===== config.mk =====
export PLATFORM = sky130hd
export DESIGN_NAME = serializer_4to1_flat
export DESIGN_NICKNAME = d
export VERILOG_FILES = /design/src/rtl/serializer_4to1_if.sv /design/src/rtl/serializer_4to1.sv /design/src/flat_wrapper.sv
export SDC_FILE = /design/constraint.sdc
export NUM_CORES = 1
export LEC_CHECK = 0
export BUFFER_PORTS_ARGS = -buffer_cell sky130_fd_sc_hd__buf_2
export CAP_MARGIN = 30
export CORE_MARGIN = 2
export CORE_UTILIZATION = 45
export DETAILED_ROUTE_END_ITERATION = 7
export PLACE_DENSITY = 0.63
export SETUP_SLACK_MARGIN = 0.2
export SLEW_MARGIN = 0
export SYNTH_ARGS = -nofsm -noshare
export SYNTH_HDL_FRONTEND = slang
export SYNTH_SLANG_ARGS = --single-unit

===== constraint.sdc =====
create_clock -name clk -period 2.35 [get_ports clk]
set_clock_uncertainty 0.15 [all_clocks]
set_input_delay 0.3525 -clock clk [delete_from_list [all_inputs] [get_ports clk]]
set_output_delay 0.3525 -clock clk [all_outputs]
set_load 0.01 [all_outputs]

===== src/rtl/serializer_4to1_if.sv =====
// Word-side and serial-side signals of the 4-to-1 serializer.
// The word source drives din/din_valid and sees din_ready.
// The serial consumer watches d_out/d_out_valid/frame_start/busy.
interface serializer_4to1_if #(
  parameter int WIDTH = 4
);

  logic [WIDTH-1:0] din;
  logic             din_valid;
  logic             din_ready;
  logic             d_out;
  logic             d_out_valid;
  logic             frame_start;
  logic             busy;

  // Word source plus serial consumer (environment side)
  modport master (
    output din,
    output din_valid,
    input  din_ready,
    input  d_out,
    input  d_out_valid,
    input  frame_start,
    input  busy
  );

  // The serializer itself
  modport slave (
    input  din,
    input  din_valid,
    output din_ready,
    output d_out,
    output d_out_valid,
    output frame_start,
    output busy
  );

endinterface : serializer_4to1_if


===== src/rtl/serializer_4to1.sv =====
// Parallel-to-serial converter feeding the 1-to-4 deserializer.
// It accepts WIDTH-bit words over valid/ready and emits one bit per clock.
// A one-word holding register lets consecutive words stream without gaps.
// The word in the shifter drives d_out directly, so the first bit appears
// in the cycle after the accepting edge.
module serializer_4to1 #(
  parameter int WIDTH     = 4,  // bits per word, must be >= 2
  parameter bit MSB_FIRST = 1'b1
) (
  input logic                 clk,
  input logic                 rst_n,
  serializer_4to1_if.slave    bus
);

  localparam int CNT_W = (WIDTH > 2) ? $clog2(WIDTH) : 1;
  localparam logic [CNT_W-1:0] LAST_BIT = CNT_W'(WIDTH - 1);

  typedef enum logic {
    IDLE  = 1'b0,  // shifter empty
    SHIFT = 1'b1   // emitting bits of the word in the shifter
  } state_e;

  state_e           r_state;
  state_e           w_state_nxt;
  logic [WIDTH-1:0] r_shift;
  logic [CNT_W-1:0] r_cnt;
  logic [WIDTH-1:0] r_hold;
  logic             r_hold_full;

  logic             w_accept;
  logic             w_last;
  logic             w_bit;
  logic [WIDTH-1:0] w_shift_adv;

  // A word transfers on any edge where the source offers one and the
  // holding register has room; din_ready comes straight from a flop.
  assign w_accept = bus.din_valid && !r_hold_full;

  // Final bit of the current word is on d_out this cycle.
  assign w_last = (r_state == SHIFT) && (r_cnt == LAST_BIT);

  // Bit order selection: the outgoing bit sits at one end of the shifter
  // and the word moves toward that end by one position per clock.
  if (MSB_FIRST) begin : g_msb_first
    assign w_bit       = r_shift[WIDTH-1];
    assign w_shift_adv = {r_shift[WIDTH-2:0], 1'b0};
  end else begin : g_lsb_first
    assign w_bit       = r_shift[0];
    assign w_shift_adv = {1'b0, r_shift[WIDTH-1:1]};
  end

  // State register.
  // NOTE: sequential state uses non-blocking assignments so every flop
  // samples pre-edge values regardless of process evaluation order.
  always_ff @(posedge clk or negedge rst_n) begin
    if (!rst_n) begin
      r_state <= IDLE;
    end else begin
      r_state <= w_state_nxt;
    end
  end

  // Next-state logic: keep shifting while words keep arriving.
  always_comb begin
    // NOTE: default first so every path assigns and no latch is inferred.
    w_state_nxt = r_state;
    unique case (r_state)
      IDLE: begin
        if (w_accept) begin
          w_state_nxt = SHIFT;
        end
      end
      SHIFT: begin
        if (w_last && !r_hold_full && !w_accept) begin
          w_state_nxt = IDLE;
        end
      end
      default: w_state_nxt = IDLE;
    endcase
  end

  // Datapath: shifter, bit counter and holding register.
  // A held word always enters the shifter before any newer word; a new
  // word can only go straight to the shifter when the hold is empty.
  always_ff @(posedge clk or negedge rst_n) begin
    if (!rst_n) begin
      // NOTE: shifter and hold are cleared so a reset mid-word leaves no
      // stale data that could resurface after release.
      r_shift     <= '0;
      r_cnt       <= '0;
      r_hold      <= '0;
      r_hold_full <= 1'b0;
    end else begin
      unique case (r_state)
        IDLE: begin
          r_cnt <= '0;
          if (w_accept) begin
            r_shift <= bus.din;
          end
        end
        SHIFT: begin
          if (w_last) begin
            r_cnt <= '0;
            if (r_hold_full) begin
              // din_ready was low, so nothing new arrives on this edge
              r_shift     <= r_hold;
              r_hold_full <= 1'b0;
            end else if (w_accept) begin
              r_shift <= bus.din;
            end else begin
              r_shift <= '0;
            end
          end else begin
            r_cnt   <= r_cnt + CNT_W'(1);
            r_shift <= w_shift_adv;
            if (w_accept) begin
              r_hold      <= bus.din;
              r_hold_full <= 1'b1;
            end
          end
        end
        default: begin
          r_cnt <= '0;
        end
      endcase
    end
  end

  // Output decode: everything derives from registers, and d_out is forced
  // low whenever no real bit is being carried.
  always_comb begin
    bus.d_out       = 1'b0;
    bus.d_out_valid = 1'b0;
    bus.frame_start = 1'b0;
    if (r_state == SHIFT) begin
      bus.d_out       = w_bit;
      bus.d_out_valid = 1'b1;
      bus.frame_start = (r_cnt == '0);
    end
    bus.busy      = (r_state == SHIFT) || r_hold_full;
    bus.din_ready = !r_hold_full;
  end

endmodule : serializer_4to1


===== src/flat_wrapper.sv =====
// flat-port wrapper written by rule: the top's interface ports become plain ports
module serializer_4to1_flat 
#(
  parameter int WIDTH     = 4,                                
  parameter bit MSB_FIRST = 1'b1
)
  (clk, rst_n, bus_din, bus_din_valid, bus_din_ready, bus_d_out, bus_d_out_valid, bus_frame_start, bus_busy);
  serializer_4to1_if #(.WIDTH(WIDTH)) bus_i ();
  input logic clk;
  input logic rst_n;
  input wire logic [$bits(bus_i.din)-1:0] bus_din;
  input wire logic [$bits(bus_i.din_valid)-1:0] bus_din_valid;
  output wire logic [$bits(bus_i.din_ready)-1:0] bus_din_ready;
  output wire logic [$bits(bus_i.d_out)-1:0] bus_d_out;
  output wire logic [$bits(bus_i.d_out_valid)-1:0] bus_d_out_valid;
  output wire logic [$bits(bus_i.frame_start)-1:0] bus_frame_start;
  output wire logic [$bits(bus_i.busy)-1:0] bus_busy;
  assign bus_i.din = bus_din;
  assign bus_i.din_valid = bus_din_valid;
  assign bus_din_ready = bus_i.din_ready;
  assign bus_d_out = bus_i.d_out;
  assign bus_d_out_valid = bus_i.d_out_valid;
  assign bus_frame_start = bus_i.frame_start;
  assign bus_busy = bus_i.busy;
  serializer_4to1 #(.WIDTH(WIDTH), .MSB_FIRST(MSB_FIRST)) u_core (.clk(clk), .rst_n(rst_n), .bus(bus_i));
endmodule

==> impl_metrics.json, run 1 <==
{
  "io_pins": 12,
  "path_max_fanout": 17,
  "arrival_ns": 1.35,
  "crit_chain": "or2_2 > buf_2",
  "avgSynthCellArea_um2": 11.9,
  "met3_usage": 0.0776,
  "met2_usage": 0.269,
  "clk_pin_slew_ns": 0.07,
  "min-delay-path-class": "input pin to flip-flop",
  "cts_tree": "built",
  "ir_drop_uv": 573,
  "overflow": 0,
  "grt_pass1_wl_um": 2190,
  "diodes": 0,
  "cp_slowest_cell": "dfrtp_1",
  "fillers": 129,
  "final-max-slew-violation-count": 0,
  "die_h_um": 42.1,
  "fin_tns_setup_ns": 0,
  "cts_sinks": 12,
  "drc": 0,
  "synth_fp_nets": 64,
  "cts_resized": 0,
  "grtUsageTotal": 0.170,
  "rsz0062_at_grt": "no",
  "worst_slew_pin_slew_ns": 0.502,
  "synth.distinct_cells": 23,
  "cts-buffers-inserted": 3,
  "cp_slowest_stage_delay_ns": 0.57,
  "drtAntennaViolNets": 0,
  "hold_viol_final": 0,
  "drt-pass1-iter-count": 4,
  "status": "finished clean",
  "cts.path.max_buffers": 2,
  "dp_slack_ns": 0.757,
  "max_clock_freq_mhz": 541,
  "powerDensity_mw_per_mm2": 1240,
  "timing.final.ws_setup_ns": 0.502,
  "cts-root-buf": "clkbuf_4",
  "syn_area_um2": 654,
  "ctsHtreeMaxLevel": 1,
  "synth_seq_area_share": 0.459,
  "portBuffers": 11,
  "dieWidth_um": 42.1,
  "ys_ff_latch": 12,
  "synth_area_leaders": "dfrtp_1, mux2_4, nand2b_4",
  "grt.busiest_layer": "met2",
  "cts-hold-fix-buffers": 1,
  "clock_latency_ns": 0.27,
  "antenna_found_initial": 0,
  "drive_above_1_share": 0.382,
  "setup_viol": 0,
  "layout_commonest_cell": "dfrtp_1",
  "core_mm2": 0.00133,
  "vias": 462,
  "end_kind": "output pin",
  "grt_use_met1": 0.204,
  "crit_path_start_kind": "flip-flop",
  "drv_cap": 0,
  "fin_crit_sh": 0.786,
  "cts_setup_buffers": 0,
  "yosysTopAreaCell": "dfrtp_1",
  "critPathRequiredTime_ns": 1.85,
  "placement_rows": 13,
  "start_util": 0.491,
  "min_period_ns": 1.85,
  "grt_pass1_vias": 473,
  "multiInputGateArea_um2": 323,
  "dp_hpwl_um": 874,
  "leakage_nw": 0.363,
  "gp_congestion": 0.804,
  "slew-limit-headroom": 0.665,
  "drt_iter0_markers": 8,
  "synthDominantCellAreaShare": 0.459,
  "crit_type": "flip-flop to output pin",
  "grt_max_degree": 18,
  "die_area_mm2": 0.00178,
  "yosysWarnings": 0,
  "finalNetCount": 79,
  "viasPerCell": 5.57,
  "wl_um": 1180,
  "synth_cells": 55,
  "regArea_um2": 300,
  "area.growth.synth_to_final_pct": 13.8,
  "layout_common_cells": "dfrtp_1, buf_2, a21oi_1",
  "post_drt_wl_per_cell_um": 14.3
}
state kept, by name, indices dropped and copies added, names as in the netlist:
name                flops
u_core.r_hold           4
u_core.r_shift          4
u_core.r_cnt            2
u_core.r_hold_full      1
u_core.r_state          1
metrics by stage:
stage / power [mW] / hold WS [ns] / cells / instance area, um2 / util
2_1_floorplan: 0.719 / -0.0931 / 55 / 654 / -
3_3_place_gp: 0.809 / 0.0946 / 79 / 712 / 0.534
3_5_place_dp: 0.813 / 0.0961 / 79 / 712 / 0.534
4_1_cts: 0.939 / 0.167 / 83 / 744 / 0.558
5_1_grt: 1.02 / 0.162 / 83 / 744 / 0.558
6_report: 0.925 / 0.166 / 83 / 744 / 0.558
area by class of cell:
class / instances / area share
Sequential cell: 12 / 0.403
Inverter: 4 / 0.0202
Multi-Input combinational cell: 37 / 0.434
Tap cell: 15 / 0.0252
Timing Repair Buffer: 12 / 0.0874
Clock buffer: 3 / 0.0303
worst paths after layout:
check | depth (start not counted) | slack, ns | to | start
max in group asynchronous | 2 | 1.51 | u_core.r_cnt[0]$_DFF_PN0_ | rst_n
min in group asynchronous | 2 | 0.32 | u_core.r_state$_DFF_PN0_ | rst_n
setup reg to reg | 4 | 0.76 | u_core.r_hold[1]$_DFFE_PN0P_ | u_core.r_cnt[0]$_DFF_PN0_
hold reg to reg | 1 | 0.30 | u_core.r_cnt[0]$_DFF_PN0_ | u_core.r_cnt[0]$_DFF_PN0_
hold / removal | 2 | 0.17 | u_core.r_hold[3]$_DFFE_PN0P_ | bus_din[3]
setup / recovery | 2 | 0.50 | bus_busy | u_core.r_state$_DFF_PN0_
worst max-delay path: cells and delay by family, from the launching register on:
family / cells / cell delay [ns]
buf+inv: 1 / 0.14
flops: 1 / 0.57
simple gates: 1 / 0.37
routing by layer:
metal / vias up / wire length (um) / share of wire
li1: 227 / - / -
met1: 221 / 512 / 0.43
met2: 10 / 578 / 0.49
met3: 4 / 67 / 0.057
met4: 0 / 25 / 0.021
met5: - / 0 / 0
synth_stat cells:
cell type,number
buf_2,1
a32oi_1,1
nand2b_4,2
or2_2,1
o22ai_1,4
mux2i_1,1
and2b_2,1
nor2_8,1
a21oi_1,5
and2_1,2
and3b_2,1
dfrtp_1,12
ha_1,2
o21ai_0,4
a211oi_1,1
and3b_1,2
buf_6,1
a211oi_2,2
mux2_4,4
nor2_1,1
inv_1,4
and3_1,1
nand2_1,1
logic make-up (layout without fill, tap and decap cells):
family / Yosys count / in the layout / synth area share
AOI/OAI and AO/OA: 17 / 17 / 0.170
and+or+nand+nor: 13 / 13 / 0.178
DFF: 12 / 12 / 0.459
buffers and inverters: 6 / 19 / 0.0478
muxes: 5 / 5 / 0.107
adders and majority gates: 2 / 2 / 0.0382
report_power, final:
group	switching, mW	leakage [nW]	total, mW	internal (mW)
Combinational	0.174	0.205	0.394	0.220
Clock	0.0647	0.0138	0.124	0.0594
Sequential	0.105	0.144	0.407	0.302
Total	0.344	0.363	0.925	0.581
Power figures use the tool's default switching activity.
==> run 2: changes to the inputs <==
Settings changed: ABC_AREA set to 1.
Clock period 2.35 ns to 1.8 ns, I/O delays scaled along.
==> impl_metrics.json, run 2 <==
{
  "drt-pass1-iter-count": 4,
  "netlist_top_cells_count": "nand2_1, nand3_1, dfrtp_1",
  "drive_above_1_share": 0.258,
  "wl_um": 1200,
  "multiInputGateArea_um2": 294,
  "synth_area_leaders": "dfrtp_1, nand2_1, nand3_1",
  "cts-buffers-inserted": 3,
  "grt_pass1_wl_um": 2090,
  "min-delay-path-class": "input pin to flip-flop",
  "cts.path.max_buffers": 2,
  "async_flop_share": 1.00,
  "post_drt_wl_per_cell_um": 10.8,
  "core_mm2": 0.00133,
  "cts-root-buf": "clkbuf_4",
  "grt_max_degree": 13,
  "clock_latency_ns": 0.28,
  "r2r-end": "u_core.r_hold[0]$_DFFE_PN0P_",
  "dp_hpwl_um": 920,
  "ctsHtreeMaxLevel": 1,
  "synthDominantCellAreaShare": 0.462,
  "portBuffers": 11,
  "setup_viol": 0,
  "ys_ff_latch": 12,
  "cts_sinks": 12,
  "final_area_um2": 767,
  "fin_crit_sh": 0.849,
  "regArea_um2": 302,
  "yosysTopAreaCell": "dfrtp_1",
  "crit_end": "bus_frame_start",
  "cp_slowest_stage_delay_ns": 0.40,
  "r2r_start": "u_core.r_cnt[0]$_DFF_PN0_",
  "die_h_um": 42.0,
  "yosysMostFrequentCell": "nand2_1",
  "crit_start": "u_core.r_cnt[0]$_DFF_PN0_",
  "crit_type": "flip-flop to output pin",
  "layout_commonest_cell": "nand2_1",
  "area.growth.synth_to_final_pct": 17.9,
  "synth_edf_count": 0,
  "cts_setup_buffers": 0,
  "critPathRequiredTime_ns": 1.38,
  "synth.distinct_cells": 15,
  "cts_tree": "built",
  "path_buf_inv": 3,
  "overflow": 0,
  "crit_path_start_kind": "flip-flop",
  "hold_viol_final": 0,
  "ir_drop_uv": 945,
  "fillers": 140,
  "grtUsageTotal": 0.159,
  "fin_tns_setup_ns": 0,
  "synth_flop_cell": "dfrtp_1",
  "leakage_nw": 0.444,
  "drv_cap": 0,
  "dpl_cell_area_um2": 717,
  "placement_rows": 13,
  "vias": 555,
  "final-max-slew-violation-count": 0,
  "syn_area_um2": 651,
  "synth_fp_nets": 91,
  "regToRegSetupSlack_ns": 0.43,
  "slew-limit-headroom": 0.790,
  "drc": 0,
  "start_util": 0.488,
  "min_period_ns": 1.53,
  "gp_congestion": 0.773,
  "finalNetCount": 107,
  "grt_pass1_vias": 478,
  "cp.depth": 5,
  "end_kind": "output pin",
  "layout_common_cells": "nand2_1, nand3_1, buf_2, dfrtp_1, inv_1",
  "status": "finished clean",
  "die_area_mm2": 0.00177,
  "arrival_ns": 1.11,
  "cp_slowest_cell": "dfrtp_1",
  "clk_pin_slew_ns": 0.08,
  "rsz0062_at_grt": "no",
  "drtAntennaViolNets": 0,
  "synth_cells": 82,
  "avgSynthCellArea_um2": 7.93,
  "antenna_found_initial": 0,
  "io_pins": 12,
  "synth_seq_area_share": 0.462,
  "dieWidth_um": 42.0,
  "max_clock_freq_mhz": 654,
  "path_max_fanout": 3,
  "yosysWarnings": 0,
  "final_core_util": 0.575,
  "diodes": 0,
  "worst_slew_pin_slew_ns": 0.315,
  "viasPerCell": 4.96,
  "cp_top_family": "flip-flops",
  "largestRegisters": "u_core.r_hold x4, u_core.r_shift x4, u_core.r_cnt x2",
  "drt_iter0_markers": 8,
  "crit_chain": "inv_1 > ha_2 > nand2_1 > inv_1 > buf_2",
  "powerDensity_mw_per_mm2": 1750,
  "r2r_cells": 5,
  "crit_top_cell": "inv_1"
}
[run 2: cell types whose count changed in the layout (fill, tap and decap cells not counted), sizes merged, moves of 2 or more]
cell / previous run / this run
inv: 4 / 11
o22ai: 4 / 0
nand3: 0 / 15
a211oi: 3 / 0
nor2: 2 / 4
nand2: 1 / 36
o21ai: 4 / 0
mux2: 4 / 0
and2: 2 / 0
nand2b: 2 / 0
and3b: 3 / 0
a21oi: 5 / 0
[run 2: what timing repair did]
action / in CTS / in global routing
hold endpoints to repair: 12 / 0
endpoints found under the setup margin: 0 / 3
gates resized for setup: 0 / 2
hold buffers: 1 / 0
[run 2: per-stage QoR]
step                      total power, mW  worst slack [ns]  instances  hold slack, ns
after global placement               1.12             0.472        107          0.0121
final                                1.34             0.272        112          0.0914
after detailed placement             1.13             0.438        107          0.0134
after global routing                 1.48             0.201        112           0.101
after floorplan                     0.979             0.544         82          -0.176
after CTS                            1.36             0.221        112          0.0811
[run 2: kinds of logic (layout without fill, tap and decap cells)]
kind of cell,Yosys count,count (layout),synth area share
flops,12,12,0.462
buf+inv,12,27,0.0904
simple gates,55,55,0.398
fa+ha+maj,2,2,0.0385
compound gates,1,1,0.0115
[run 2: layout make-up]
class,instances,share of cell area
sequential,12,0.393
multi-input combinational,58,0.383
timing repair buffer,12,0.0848
inverter,11,0.0669
clock buffer,4,0.0473
tap,15,0.0245
[run 2: routing by layer]
layer,global-route usage,part of all wire,up-vias
li1,-,-,289
met1,0.202,0.49,251
met4,0.0938,0.023,0
met2,0.244,0.45,12
met5,0,0,-
met3,0.0388,0.037,3
[run 2: tightest hold or removal path, delay by kind of cell]
kind / cells / cell delay (ns)
simple gates: 2 / 0.13
buf+inv: 1 / 0.09
[run 2: report_power, final]
part	leakage [nW]	internal (mW)	switching, mW
clock network	0.0210	0.123	0.0981
registers	0.147	0.392	0.120
logic	0.275	0.236	0.373
total	0.444	0.751	0.591
[run 2: worst min-delay path by stage]
stage	startpoint	endpoint	slack, ns	depth (start not counted)
after floorplan	rst_n	u_core.r_cnt[0]$_DFF_PN0_	-0.18	0
after global placement	rst_n	u_core.r_hold_full$_DFFE_PN0P_	0.01	1
after detailed placement	rst_n	u_core.r_hold_full$_DFFE_PN0P_	0.01	1
after CTS	bus_din[3]	u_core.r_hold[3]$_DFFE_PN0P_	0.08	3
after global routing	bus_din[0]	u_core.r_hold[0]$_DFFE_PN0P_	0.10	3
final	bus_din[3]	u_core.r_hold[3]$_DFFE_PN0P_	0.09	3
